### config.mk
export PLATFORM = sky130hd
export DESIGN_NAME = ro_puf_engine
export DESIGN_NICKNAME = d
export VERILOG_FILES = /design/src/rtl/ro_puf_pkg.sv /design/src/rtl/ro_edge_counter.sv /design/src/rtl/ro_puf_engine.sv
export SDC_FILE = /design/constraint.sdc
export NUM_CORES = 1
export LEC_CHECK = 0
export ABC_AREA = 1
export CAP_MARGIN = 20
export CORE_MARGIN = 2
export CORE_UTILIZATION = 50
export DETAILED_ROUTE_END_ITERATION = 8
export HOLD_SLACK_MARGIN = 0.06
export PLACE_DENSITY = 0.72
export SKIP_LAST_GASP = 1
export SYNTH_ARGS = -nofsm -noshare
export SYNTH_HDL_FRONTEND = slang
export SYNTH_HIERARCHICAL = 1
export SYNTH_SLANG_ARGS = --single-unit
### constraint.sdc
create_clock -name clk -period 2.99 [get_ports clk]
set_input_delay 0.4485 -clock clk [delete_from_list [all_inputs] [get_ports clk]]
set_output_delay 0.4485 -clock clk [all_outputs]
set_load 0.01 [all_outputs]
### src/rtl/ro_puf_pkg.sv
// Shared types and constants for the ring-oscillator PUF engine.
// Holds the FSM state encoding and the bit positions inside the flags word.
package ro_puf_pkg;

  typedef enum logic [2:0] {
    StIdle,
    StSettle,
    StCount,
    StCompare,
    StDone
  } state_e;

  localparam int unsigned FLAG_W        = 3;
  localparam int unsigned FLAG_SAT      = 2;
  localparam int unsigned FLAG_TIE      = 1;
  localparam int unsigned FLAG_SAME_SEL = 0;

endpackage

### src/rtl/ro_edge_counter.sv
// Counts rising edges of one asynchronous oscillator input after a 2-flop synchroniser.
// The count saturates at all-ones and is cleared while i_clr is high.
module ro_edge_counter #(
  parameter int unsigned CNT_W = 16
) (
  input  logic             clk,
  input  logic             reset,
  input  logic             i_ro,
  input  logic             i_clr,
  input  logic             i_en,
  output logic [CNT_W-1:0] o_count,
  output logic             o_sat
);

  logic [1:0]       r_sync;
  logic             r_prev;
  logic [CNT_W-1:0] r_count;
  logic             w_rise;
  logic             w_sat;

  assign w_rise = r_sync[1] & ~r_prev;
  assign w_sat  = &r_count;

  always_ff @(posedge clk) begin
    if (!reset) begin
      r_sync  <= '0;
      r_prev  <= 1'b0;
      r_count <= '0;
    end else begin
      r_sync <= {r_sync[0], i_ro};
      r_prev <= r_sync[1];
      if (i_clr) begin
        r_count <= '0;
      end else if (i_en && w_rise && !w_sat) begin
        r_count <= r_count + CNT_W'(1);
      end
    end
  end

  assign o_count = r_count;
  assign o_sat   = w_sat;

endmodule

### src/rtl/ro_puf_engine.sv
// Ring-oscillator PUF engine: for each response bit, selects one oscillator per bank,
// counts edges over a fixed window and records which bank was faster.
module ro_puf_engine
  import ro_puf_pkg::*;
#(
  parameter int unsigned NUM_RO     = 8,
  parameter int unsigned CNT_W      = 16,
  parameter int unsigned RESP_BITS  = 8,
  parameter int unsigned SETTLE_CYC = 4,
  parameter int unsigned WINDOW_CYC = 1024
) (
  input  logic                        clk,
  input  logic                        reset,
  input  logic                        start,
  input  logic [$clog2(NUM_RO)-1:0]   chal_a,
  input  logic [$clog2(NUM_RO)-1:0]   chal_b,
  input  logic [NUM_RO-1:0]           ro_a,
  input  logic [NUM_RO-1:0]           ro_b,
  output logic                        ro_en,
  output logic                        busy,
  output logic [RESP_BITS-1:0]        resp,
  output logic                        resp_valid,
  output logic [CNT_W-1:0]            cnt_a,
  output logic [CNT_W-1:0]            cnt_b,
  output logic [CNT_W-1:0]            margin,
  output logic [2:0]                  flags
);

  localparam int unsigned SEL_W   = $clog2(NUM_RO);
  localparam int unsigned IDX_W   = (RESP_BITS > 1) ? $clog2(RESP_BITS) : 1;
  localparam int unsigned CYC_MAX = (WINDOW_CYC > SETTLE_CYC) ? WINDOW_CYC : SETTLE_CYC;
  localparam int unsigned CYC_W   = $clog2(CYC_MAX + 1);

  state_e             r_state;
  state_e             w_state_next;
  logic [CYC_W-1:0]   r_cyc;
  logic [IDX_W-1:0]   r_idx;
  logic [SEL_W-1:0]   r_chal_a;
  logic [SEL_W-1:0]   r_chal_b;
  logic [SEL_W-1:0]   w_sel_a;
  logic [SEL_W-1:0]   w_sel_b;
  logic               w_ro_a;
  logic               w_ro_b;
  logic [CNT_W-1:0]   w_cnt_a;
  logic [CNT_W-1:0]   w_cnt_b;
  logic [CNT_W-1:0]   w_margin;
  logic               w_sat_a;
  logic               w_sat_b;
  logic               w_clr;
  logic               w_en;
  logic               w_settle_done;
  logic               w_window_done;
  logic               w_last_bit;
  logic [RESP_BITS-1:0] r_resp;
  logic [FLAG_W-1:0]  r_flags;
  logic [CNT_W-1:0]   r_cnt_a;
  logic [CNT_W-1:0]   r_cnt_b;
  logic [CNT_W-1:0]   r_margin;

  // Index width equals SEL_W, so the sum truncates to a mod-NUM_RO select.
  assign w_sel_a = r_chal_a + SEL_W'(r_idx);
  assign w_sel_b = r_chal_b + SEL_W'(r_idx);
  assign w_ro_a  = ro_a[w_sel_a];
  assign w_ro_b  = ro_b[w_sel_b];

  assign w_clr = (r_state == StSettle);
  assign w_en  = (r_state == StCount);

  ro_edge_counter #(
    .CNT_W (CNT_W)
  ) u_cnt_a (
    .clk     (clk),
    .reset   (reset),
    .i_ro    (w_ro_a),
    .i_clr   (w_clr),
    .i_en    (w_en),
    .o_count (w_cnt_a),
    .o_sat   (w_sat_a)
  );

  ro_edge_counter #(
    .CNT_W (CNT_W)
  ) u_cnt_b (
    .clk     (clk),
    .reset   (reset),
    .i_ro    (w_ro_b),
    .i_clr   (w_clr),
    .i_en    (w_en),
    .o_count (w_cnt_b),
    .o_sat   (w_sat_b)
  );

  assign w_margin      = (w_cnt_a > w_cnt_b) ? (w_cnt_a - w_cnt_b) : (w_cnt_b - w_cnt_a);
  assign w_settle_done = (r_cyc == CYC_W'(SETTLE_CYC - 1));
  assign w_window_done = (r_cyc == CYC_W'(WINDOW_CYC - 1));
  assign w_last_bit    = (r_idx == IDX_W'(RESP_BITS - 1));

  always_comb begin
    w_state_next = r_state;
    unique case (r_state)
      StIdle:    if (start) w_state_next = StSettle;
      StSettle:  if (w_settle_done) w_state_next = StCount;
      StCount:   if (w_window_done) w_state_next = StCompare;
      StCompare: w_state_next = w_last_bit ? StDone : StSettle;
      StDone:    w_state_next = StIdle;
      default:   w_state_next = StIdle;
    endcase
  end

  // Phase timer restarts on every state change.
  always_ff @(posedge clk) begin
    if (!reset) begin
      r_state <= StIdle;
      r_cyc   <= '0;
    end else begin
      r_state <= w_state_next;
      if ((w_state_next != r_state) || (r_state == StIdle)) begin
        r_cyc <= '0;
      end else begin
        r_cyc <= r_cyc + CYC_W'(1);
      end
    end
  end

  always_ff @(posedge clk) begin
    if (!reset) begin
      r_idx    <= '0;
      r_chal_a <= '0;
      r_chal_b <= '0;
      r_resp   <= '0;
      r_flags  <= '0;
      r_cnt_a  <= '0;
      r_cnt_b  <= '0;
      r_margin <= '0;
    end else begin
      unique case (r_state)
        StIdle: begin
          if (start) begin
            r_chal_a <= chal_a;
            r_chal_b <= chal_b;
            r_idx    <= '0;
            r_resp   <= '0;
            r_flags  <= '0;
          end
        end
        StCompare: begin
          r_resp[r_idx] <= (w_cnt_a > w_cnt_b);
          r_cnt_a       <= w_cnt_a;
          r_cnt_b       <= w_cnt_b;
          r_margin      <= w_margin;
          if (w_cnt_a == w_cnt_b)   r_flags[FLAG_TIE]      <= 1'b1;
          if (w_sat_a || w_sat_b)   r_flags[FLAG_SAT]      <= 1'b1;
          if (w_sel_a == w_sel_b)   r_flags[FLAG_SAME_SEL] <= 1'b1;
          if (!w_last_bit) begin
            r_idx <= r_idx + IDX_W'(1);
          end
        end
        default: begin
        end
      endcase
    end
  end

  assign ro_en      = (r_state == StSettle) || (r_state == StCount);
  assign busy       = (r_state != StIdle);
  assign resp_valid = (r_state == StDone);
  assign resp       = r_resp;
  assign cnt_a      = r_cnt_a;
  assign cnt_b      = r_cnt_b;
  assign margin     = r_margin;
  assign flags      = r_flags;

endmodule

# == Word level (Yosys, flattened, before mapping) ==
# Index checks and enable logic that the tools add are counted.
# Widths: inputs -> output; s select.
# totals
mem_count,0
regBits,120
latch_bits,0
output_inout_bits,62
mem_bits_ro,0
in_bits,25
ramBits,0
# classes
n_reduce_logical,23
magnitude_cmp,5
multipliers,0
div,0
mux,22
n_bitwise,5
shifts,0
eq_ne,15
n_addsub,8
# op_table
op,count
$add 16x1->16 const B,2
$reduce_and 16->1,2
$sub 16x16->16,2
$mux 3,6
$eq 16x16->1,1
$gt 16x16->1,1
$mux 16,1
$pmux 8 s2,1
$lt 3x4->1 const B,3
$pmux 3 s2,2
$pmux 3 s4,1
$reduce_and 3->1,4
$add 11x1->11 const B,1
$eq 11x10->1 const B,1
$eq 11x2->1 const B,1
$ne 2x2->1 const B,5
$bwmux 8,1
$mux 8,1
$add 3x3->3,2
$bmux 1 s3,2
$eq 3x2->1 const B,2
$eq 3x3->1 const B,2
$mux 1,6
$logic_and 1x1->1,5
other kinds (15),23

# == Longest topological paths before layout ==
# Gate-level depths: netlist of the first run.
# depth
ltp_word,6
ltp_mapped,18
ltp_nobuf,16

# == Hierarchy ==
# Netlist of the first run, hierarchy kept.
# modules_own_cells
mod,area_per_inst_um2,cells_per_inst,instances
ro_puf_engine,5500.3,857,1
ro_edge_counter,1083.5,161,2

# == Worst setup path before layout of the first run ==
# OpenSTA, ideal clock, no wires.
# synth_timing
path_type,register -> register
startpoint,"register u_cnt_a.r_count[0], in the netlist u_cnt_a/o_count[0]"
endpoint,"register r_margin[4], in the netlist margin[4]"
required_ns,2.881
setup_ns,0.109
path_slack_ns,0.907
path_stages_with_launch,17
t_arrival_ns,1.974
cell_sequence,dfxtp_1 -> inv_1 -> ha_1 -> fa_1 -> inv_1 -> nand3_1 -> nand2_1 -> nand2_1 -> nand2_2 -> nand2_2 -> nand2_4 -> nand2_8 -> buf_6 -> nand2_1 -> nand3_1 -> nand2_1 -> inv_1
# synth_between
elab_chain_len,2
# synth_rtl
element,line_no,source
"start, declared",ro_edge_counter.sv:17,logic [CNT_W-1:0] r_count;
"start signal, assigned",ro_edge_counter.sv:35,r_count <= r_count + CNT_W'(1);
$sub 16x16->16 / $gt 16x16->1 (equally long branches),ro_puf_engine.sv:93,assign w_margin = (w_cnt_a > w_cnt_b) ? (w_cnt_a - w_cnt_b) : (w_cnt_b - w_cnt_a);
$mux 16 (*),ro_puf_engine.sv:93,
"end signal, assigned",ro_puf_engine.sv:150,r_margin <= w_margin;
"end, declared",ro_puf_engine.sv:58,logic [CNT_W-1:0] r_margin;
# Mark *: on every way between the ends. The rest lies on a longest branch, timed or not.
# A chain may end at the register's enable or synchronous reset.

# == Worst setup path in the final report of the first run ==
# layout_timing
startpoint,register r_state[2]
endpoint,output ro_en
# layout_between
elab_chain_len,2
# layout_rtl
element,line_no,source
"start, declared",ro_puf_engine.sv:34,state_e r_state;
"start signal, assigned",ro_puf_engine.sv:113,r_state <= StIdle;
"start signal, assigned",ro_puf_engine.sv:116,r_state <= w_state_next;
$eq 3x1->1,-,
via w_clr,ro_puf_engine.sv:49,logic w_clr;
$logic_or 1x1->1,ro_puf_engine.sv:164,assign ro_en = (r_state == StSettle) || (r_state == StCount);
"end, declared",ro_puf_engine.sv:19,"output logic ro_en,"
# The timed path passes the listed nets, and every way through them passes these cells.

==> run_results.csv, run 1 <==
group,metric,value,unit
outcome,status,"finished, final reports clean",
placement,dp_hpwl,14.8,mm
cells_and_area,nFillCells,1425,
cells_and_area,regArea,2400,sq um
critical_path,crit_path_end,"ro_en",
pwr,p_seq_share,42.9,%
sta,slew_viol_final,0,
yosys,ys_ff_latch,120,
clocking,clockBufferDepth,2,
clocking,clock_latency,0.42,ns
grt,grt_first_pass_wirelength,32.0,mm
pwr,p_int,2920,uW
clocking,cts-root-buf,"clkbuf_16",
floorplanning,start_util,50.8,%
cells_and_area,nNetsFinal,1321,
run,drv_cap,0,
yosys,synthArstFlopShare,0,%
grt,antenna_found_initial,0,
critical_path,crit_path_end_kind,"output pin",
sta,rsz0062_at_grt,"no",
critical_path,rrSetupSlack,0.61,ns
hold_path,hp-class,"reg -> reg",
cells_and_area,finalInstanceArea,9180,sq um
floorplanning,fp-row-count,45,
cells_and_area,final_common_cell,"nand2_1",
placement,place.port_buffers,86,
grt,overflow,0,
pwr,ir_worst_vdd,0.379,mV
sta,tns,0,ns
cells_and_area,layout-drive-gt1-share,7.66,%
placement,place_area,8610,sq um
clocking,cts-resized-gates,0,
cells_and_area,final_util,60.9,%
yosys,synth-seq-area-share,31.3,%
pwr,total_power,3780,uW
routing,finalWirelength,19.6,mm
sta,setup_viol,0,
critical_path,critical_path_arrival,2.08,ns
sta,slew_headroom,59.5,%
yosys,synthesis.nets,1246,
critical_path,reg2reg_from,"u_cnt_a/o_count[3]",
placement,dpl_worst_slack,0.667,ns
routing,wl_per_cell,13.4,microns
routing,viasPerCell,5.03,
sta,skew,0.00744,ns
floorplanning,die_w,128,microns
routing,ant_nets,0,
yosys,yosysWarningCount,6,
floorplanning,num_io_pins,87,
placement,gp_congestion,0.929,
grt,gr-usage-all-layers,24.4,%
pwr,p_leak,0.00394,uW
sta,hold_viol,0,
cells_and_area,syn2layout_area_growth,19.8,%
critical_path,r2r_end,"resp[6]",
clocking,cts_setup_buffers,0,
critical_path,crit_type,"reg -> out",
clocking,cts_tree,"yes",
routing,firstDrtPassIters,5,
yosys,yosysTopAreaCell,"dfxtp_1",
critical_path,crit_required,2.54,ns
pwr,swShare,22.9,%
yosys,ys.flop_type,"dfxtp_1",
yosys,synth_top_area_share,31.3,%
sta,timing.final.crit_share,84.4,%
clocking,cts_hold_buf,0,
sta,setup_ws,0.466,ns
floorplanning,die_h,128,microns
yosys,yosys-top-cells-area,"dfxtp_1 31%, nand2_1 16%, inv_1 8.1%, nor2_1 7.3%, ha_1 6.2%",
pwr,powerDensity,412,nW/um^2
cells_and_area,antenna_cells,0,
clocking,numCtsBuffers,17,
yosys,synth-edff-count,0,
floorplanning,design.core.area,15100,sq um
critical_path,startpoint_type,"register",
critical_path,cp_max_fo,5,
yosys,synthesis.area,7670,sq um
cells_and_area,multi_input_area,4400,sq um
critical_path,reg2reg_depth,14,
pwr,power.switching,868,uW
clocking,clock-sinks,120,
routing,vias,7314,
pwr,clkPwrFrac,52.6,%
sta,fin_crit,2.52,ns
grt,grt_pass1_vias,6635,
sta,worst_pin_slew,0.602,ns
yosys,avgSynthCellArea,6.50,sq um
grt,grt_max_degree,58,
yosys,synth_cell_types,43,
clocking,cts_max_level,4,
clocking,clk_pin_slew_worst_paths,0.05,ns
pwr,power_frac_comb,4.5,%
floorplanning,die_area,16300,sq um
sta,fmax,0.396,GHz
yosys,syn_inst,1179,
routing,drt-initial-drc-count,545,
routing,drcViolationCount,0,
critical_path,cp-startpoint,"r_state[2]",
cells_and_area,most-common-layout-cells,"322 x nand2_1, 165 x inv_1, 148 x nor2_1, 120 x dfxtp_1, 88 x a21oi_1",
==> synth_stat cells, types with 9 or more instances <==
cell	count
nand2_1	322
inv_1	165
nor2_1	149
dfxtp_1	120
a21oi_1	88
nand3_1	84
o21ai_0	46
ha_1	38
xor2_1	19
clkbuf_1	15
nand3_2	12
nor3_1	12
nand2_2	11
xnor2_1	10
nor2_2	9
nor2_4	9
==> state kept, by name (all words and copies together), names as in the netlist <==
name	flops
cnt_a	16
cnt_b	16
margin	16
u_cnt_a/o_count	16
u_cnt_b/o_count	16
r_cyc	11
resp	8
flags	3
r_chal_a	3
r_chal_b	3
r_idx	3
r_state	3
u_cnt_a/r_sync	2
u_cnt_b/r_sync	2
u_cnt_a/r_prev	1
u_cnt_b/r_prev	1
==> cells by family (layout without fill, tap and decap cells) <==
group,Yosys count,in the layout,share of synthesized area (%)
AOI/OAI and AO/OA,149,149,10.2
DFF,120,120,31.3
buffers and inverters,210,298,11.4
and+or+nand+nor,629,629,36.5
adders and majority gates,42,42,7.25
xor gates and xnor gates,29,29,3.31
==> power by group through the flow <==
stage / registers (uW) / clock network (uW) / logic (uW)
global route: 1620 / 2100 / 190
global placement: 1660 / 0 / 167
floorplan: 1660 / 0 / 97.7
detailed placement: 1660 / 0 / 169
CTS: 1620 / 2030 / 171
finish: 1620 / 1990 / 170
==> metal layers <==
metal  vias to the layer above  GRT usage (%)  wire length, microns
li1                       3836              -                     -
met1                      3272           35.1                  9830
met2                       185           37.6                  8560
met3                        21           3.80                   911
met4                         0           7.43                   249
met5                         -              0                     0
==> critical path: stages (launching register included) <==
cell and delay, ns:
dfxtp_1 0.37, nor3_1 0.53, or2_2 0.23, clkdlybuf4s50_1 0.53
==> area by class of cell <==
| class | instances | area share, % |
|---|---|---|
| Timing Repair Buffer | 94 | 10.0 |
| Clock inverter | 11 | 1.05 |
| Sequential cell | 120 | 26.2 |
| Inverter | 172 | 7.06 |
| Multi-Input combinational cell | 849 | 47.9 |
| Clock buffer | 21 | 5.23 |
| Tap cell | 188 | 2.56 |
==> worst min-delay path by stage <==
stage,end,slack (ns),cells after the start,startpoint
after detailed placement,u_cnt_a/r_sync[1],0.42,2,u_cnt_a/r_sync[0]
final,u_cnt_a/r_sync[1],0.44,2,u_cnt_a/r_sync[0]
after CTS,u_cnt_a/r_sync[1],0.44,2,u_cnt_a/r_sync[0]
after global placement,u_cnt_a/r_sync[1],0.42,2,u_cnt_a/r_sync[0]
after global routing,u_cnt_a/r_sync[1],0.46,2,u_cnt_a/r_sync[0]
after floorplan,u_cnt_a/r_sync[1],0.39,2,u_cnt_a/r_sync[0]
==> metrics by stage <==
stage                     cells  hold WS [ns]
after floorplan            1179         0.390
after global placement     1423         0.424
after detailed placement   1423         0.424
after CTS                  1455         0.440
after global routing       1455         0.456
final                      1455         0.439
Power figures use the tool's default switching activity.
==> run 2, diff against run 1 <==
==> constraint.sdc (replaced) <==
create_clock -name clk -period 2.42 [get_ports clk]
set_input_delay 0.363 -clock clk [delete_from_list [all_inputs] [get_ports clk]]
set_output_delay 0.363 -clock clk [all_outputs]
set_load 0.01 [all_outputs]
==> run 2 against run 1 <==
First-iteration DRC count up 4.0%. Sequential power grew 24%. Final cell count grew 0.62%. Combinational power rose by 27%. Critical path depth up 2. Utilization is 0.84 points higher. Clock power rose by 30%. Highest routed layer unchanged.
==> run_results.csv, run 2 (synthesized netlist as in run 1, its figures left out) <==
group,metric,value,unit
floorplanning,start_util,50.8,%
cells_and_area,nNetsFinal,1330,
pwr,power.switching,1090,uW
placement,dp_hpwl,14.8,mm
critical_path,r2r_end,"margin[12]",
sta,fin_crit,2.33,ns
placement,place.port_buffers,86,
sta,fmax,0.429,GHz
sta,worst_pin_slew,0.535,ns
cells_and_area,final_common_cell,"nand2_1",
run,drv_cap,0,
routing,wl_per_cell,13.6,microns
hold_path,hp-class,"reg -> reg",
routing,drcViolationCount,0,
clocking,clk_pin_slew_worst_paths,0.06,ns
cells_and_area,instances_no_fill,1464,
clocking,clock-sinks,120,
critical_path,reg2reg_depth,14,
clocking,numCtsBuffers,17,
sta,slew_viol_final,0,
critical_path,cpPeakStageDelay,0.48,ns
grt,grt_pass1_vias,6709,
sta,tns,0,ns
sta,timing.final.crit_share,96.3,%
cells_and_area,most-common-layout-cells,"322 x nand2_1, 165 x inv_1, 148 x nor2_1, 117 x dfxtp_1, 87 x a21oi_1",
clocking,cts_max_level,4,
critical_path,startpoint_type,"register",
clocking,clock_latency,0.43,ns
critical_path,rrSetupSlack,0.23,ns
floorplanning,num_io_pins,87,
floorplanning,fp-row-count,45,
sta,skew,0.00711,ns
cells_and_area,layout-drive-gt1-share,9.01,%
floorplanning,die_w,128,microns
grt,grt_first_pass_wirelength,32.2,mm
critical_path,cpMostUsedCell,"inv_1",
pwr,power_frac_comb,4.5,%
clocking,cts_hold_buf,0,
critical_path,crit_required,2.06,ns
clocking,cts-root-buf,"clkbuf_16",
cells_and_area,syn2layout_area_growth,21.4,%
grt,grt_max_degree,102,
routing,drt-initial-drc-count,567,
pwr,ir_worst_vdd,0.500,mV
pwr,clkPwrFrac,53.7,%
floorplanning,design.core.area,15100,sq um
routing,finalWirelength,19.9,mm
grt,antenna_found_initial,0,
critical_path,cp-startpoint,"r_state[2]",
sta,hold_viol,0,
pwr,p_seq_share,41.8,%
placement,gp_congestion,0.878,
critical_path,crit_type,"reg -> out",
sta,setup_viol,0,
sta,slew_headroom,64.2,%
hold_path,hold_start,"u_cnt_a/r_sync[0]",
routing,ant_nets,0,
grt,gr-usage-all-layers,24.7,%
critical_path,reg2reg_from,"u_cnt_a/o_count[10]",
routing,firstDrtPassIters,5,
sta,rsz0062_at_grt,"no",
floorplanning,die_h,128,microns
pwr,powerDensity,516,nW/um^2
placement,dp_cells,1432,
pwr,p_int,3710,uW
critical_path,cp_max_fo,6,
routing,viasPerCell,5.08,
routing,vias,7437,
clocking,clockBufferDepth,2,
floorplanning,die_area,16300,sq um
cells_and_area,nFillCells,1409,
pwr,p_leak,0.00400,uW
critical_path,cpMaxStageDelayCell,"clkdlybuf4s50_1",
cells_and_area,final_util,61.7,%
critical_path,cp_cell_sequence,"inv_1 > nand3_1 > inv_1 > or2_2 > clkdlybuf4s50_1",
pwr,swShare,22.8,%
grt,overflow,0,
cells_and_area,antenna_cells,0,
critical_path,crit_path_end_kind,"output pin",
clocking,cts_tree,"yes",
critical_path,crit_path_end,"ro_en",
critical_path,critical_path_arrival,1.97,ns
outcome,status,"finished, final reports clean",
run 2: final cells by class:
| cell class | instances | area, sq um | area share [%] |
|---|---|---|---|
| clock buffer | 21 | 480 | 5.16 |
| timing repair buffer | 103 | 1000 | 10.8 |
| inverter | 172 | 651 | 6.99 |
| multi-input combinational | 849 | 4420 | 47.4 |
| clock inverter | 11 | 120 | 1.29 |
| sequential | 120 | 2410 | 25.8 |
| tap | 188 | 235 | 2.53 |
run 2: how the worst min path moves through the flow:
| stage | slack [ns] | cells past startpoint | end |
|---|---|---|---|
| after floorplan | 0.39 | 2 | u_cnt_a/r_sync[1] |
| after global placement | 0.43 | 2 | u_cnt_a/r_sync[1] |
| after detailed placement | 0.42 | 2 | u_cnt_a/r_sync[1] |
| after CTS | 0.44 | 2 | u_cnt_a/r_sync[1] |
| after global routing | 0.44 | 2 | u_cnt_a/r_sync[1] |
| final | 0.44 | 2 | u_cnt_a/r_sync[1] |
run 2: per-layer routing:
| layer | share of wire (%) | global-route usage, % | vias up |
|---|---|---|---|
| met3 | 5.9 | 4.80 | 32 |
| met4 | 2.1 | 8.86 | 0 |
| met2 | 43 | 37.1 | 243 |
| li1 | - | - | 3857 |
| met1 | 49 | 35.3 | 3305 |
| met5 | 0 | 0 | - |
run 2: timing repair:
item                       CTS  global route
resized for setup            1             9
cloned                       0             0
buffers inserted             0             0
setup endpoints to repair    1            20
run 2: stage by stage:
step / worst slack, ns / area [sq um] / total power (uW) / hold slack, ns
after floorplan: 0.337 / 7670 / 2170 / 0.390
after global placement: 0.167 / 8690 / 2260 / 0.429
after detailed placement: 0.139 / 8690 / 2260 / 0.419
after CTS: 0.0838 / 9290 / 4830 / 0.441
after global routing: 0.0101 / 9310 / 4950 / 0.443
final: 0.0884 / 9310 / 4800 / 0.443
run 2: power by group through the flow:
| stage | sequential (uW) | combinational [uW] | clock [uW] |
|---|---|---|---|
| 2_1_floorplan | 2050 | 121 | 0 |
| 3_3_place_gp | 2050 | 210 | 0 |
| 3_5_place_dp | 2050 | 212 | 0 |
| 4_1_cts | 2010 | 215 | 2600 |
| 5_1_grt | 2010 | 237 | 2710 |
| 6_report | 2010 | 216 | 2580 |
run 2: critical path, delay by kind of cell (launching register included):
family / cells / cell delay (ns)
flops: 1 / 0.40
simple gates: 2 / 0.43
buf+inv: 3 / 0.71
==> run 3, diff against run 2 <==
--- a/config.mk
+++ b/config.mk
@@ -10,6 +10,7 @@
 export CORE_MARGIN = 2
 export CORE_UTILIZATION = 50
 export DETAILED_ROUTE_END_ITERATION = 8
+export GPL_TIMING_DRIVEN = 1
 export HOLD_SLACK_MARGIN = 0.06
 export PLACE_DENSITY = 0.72
 export SKIP_LAST_GASP = 1
==> results of run 3 <==
No change in the layout: final DEF, timing and power equal those of run 2.
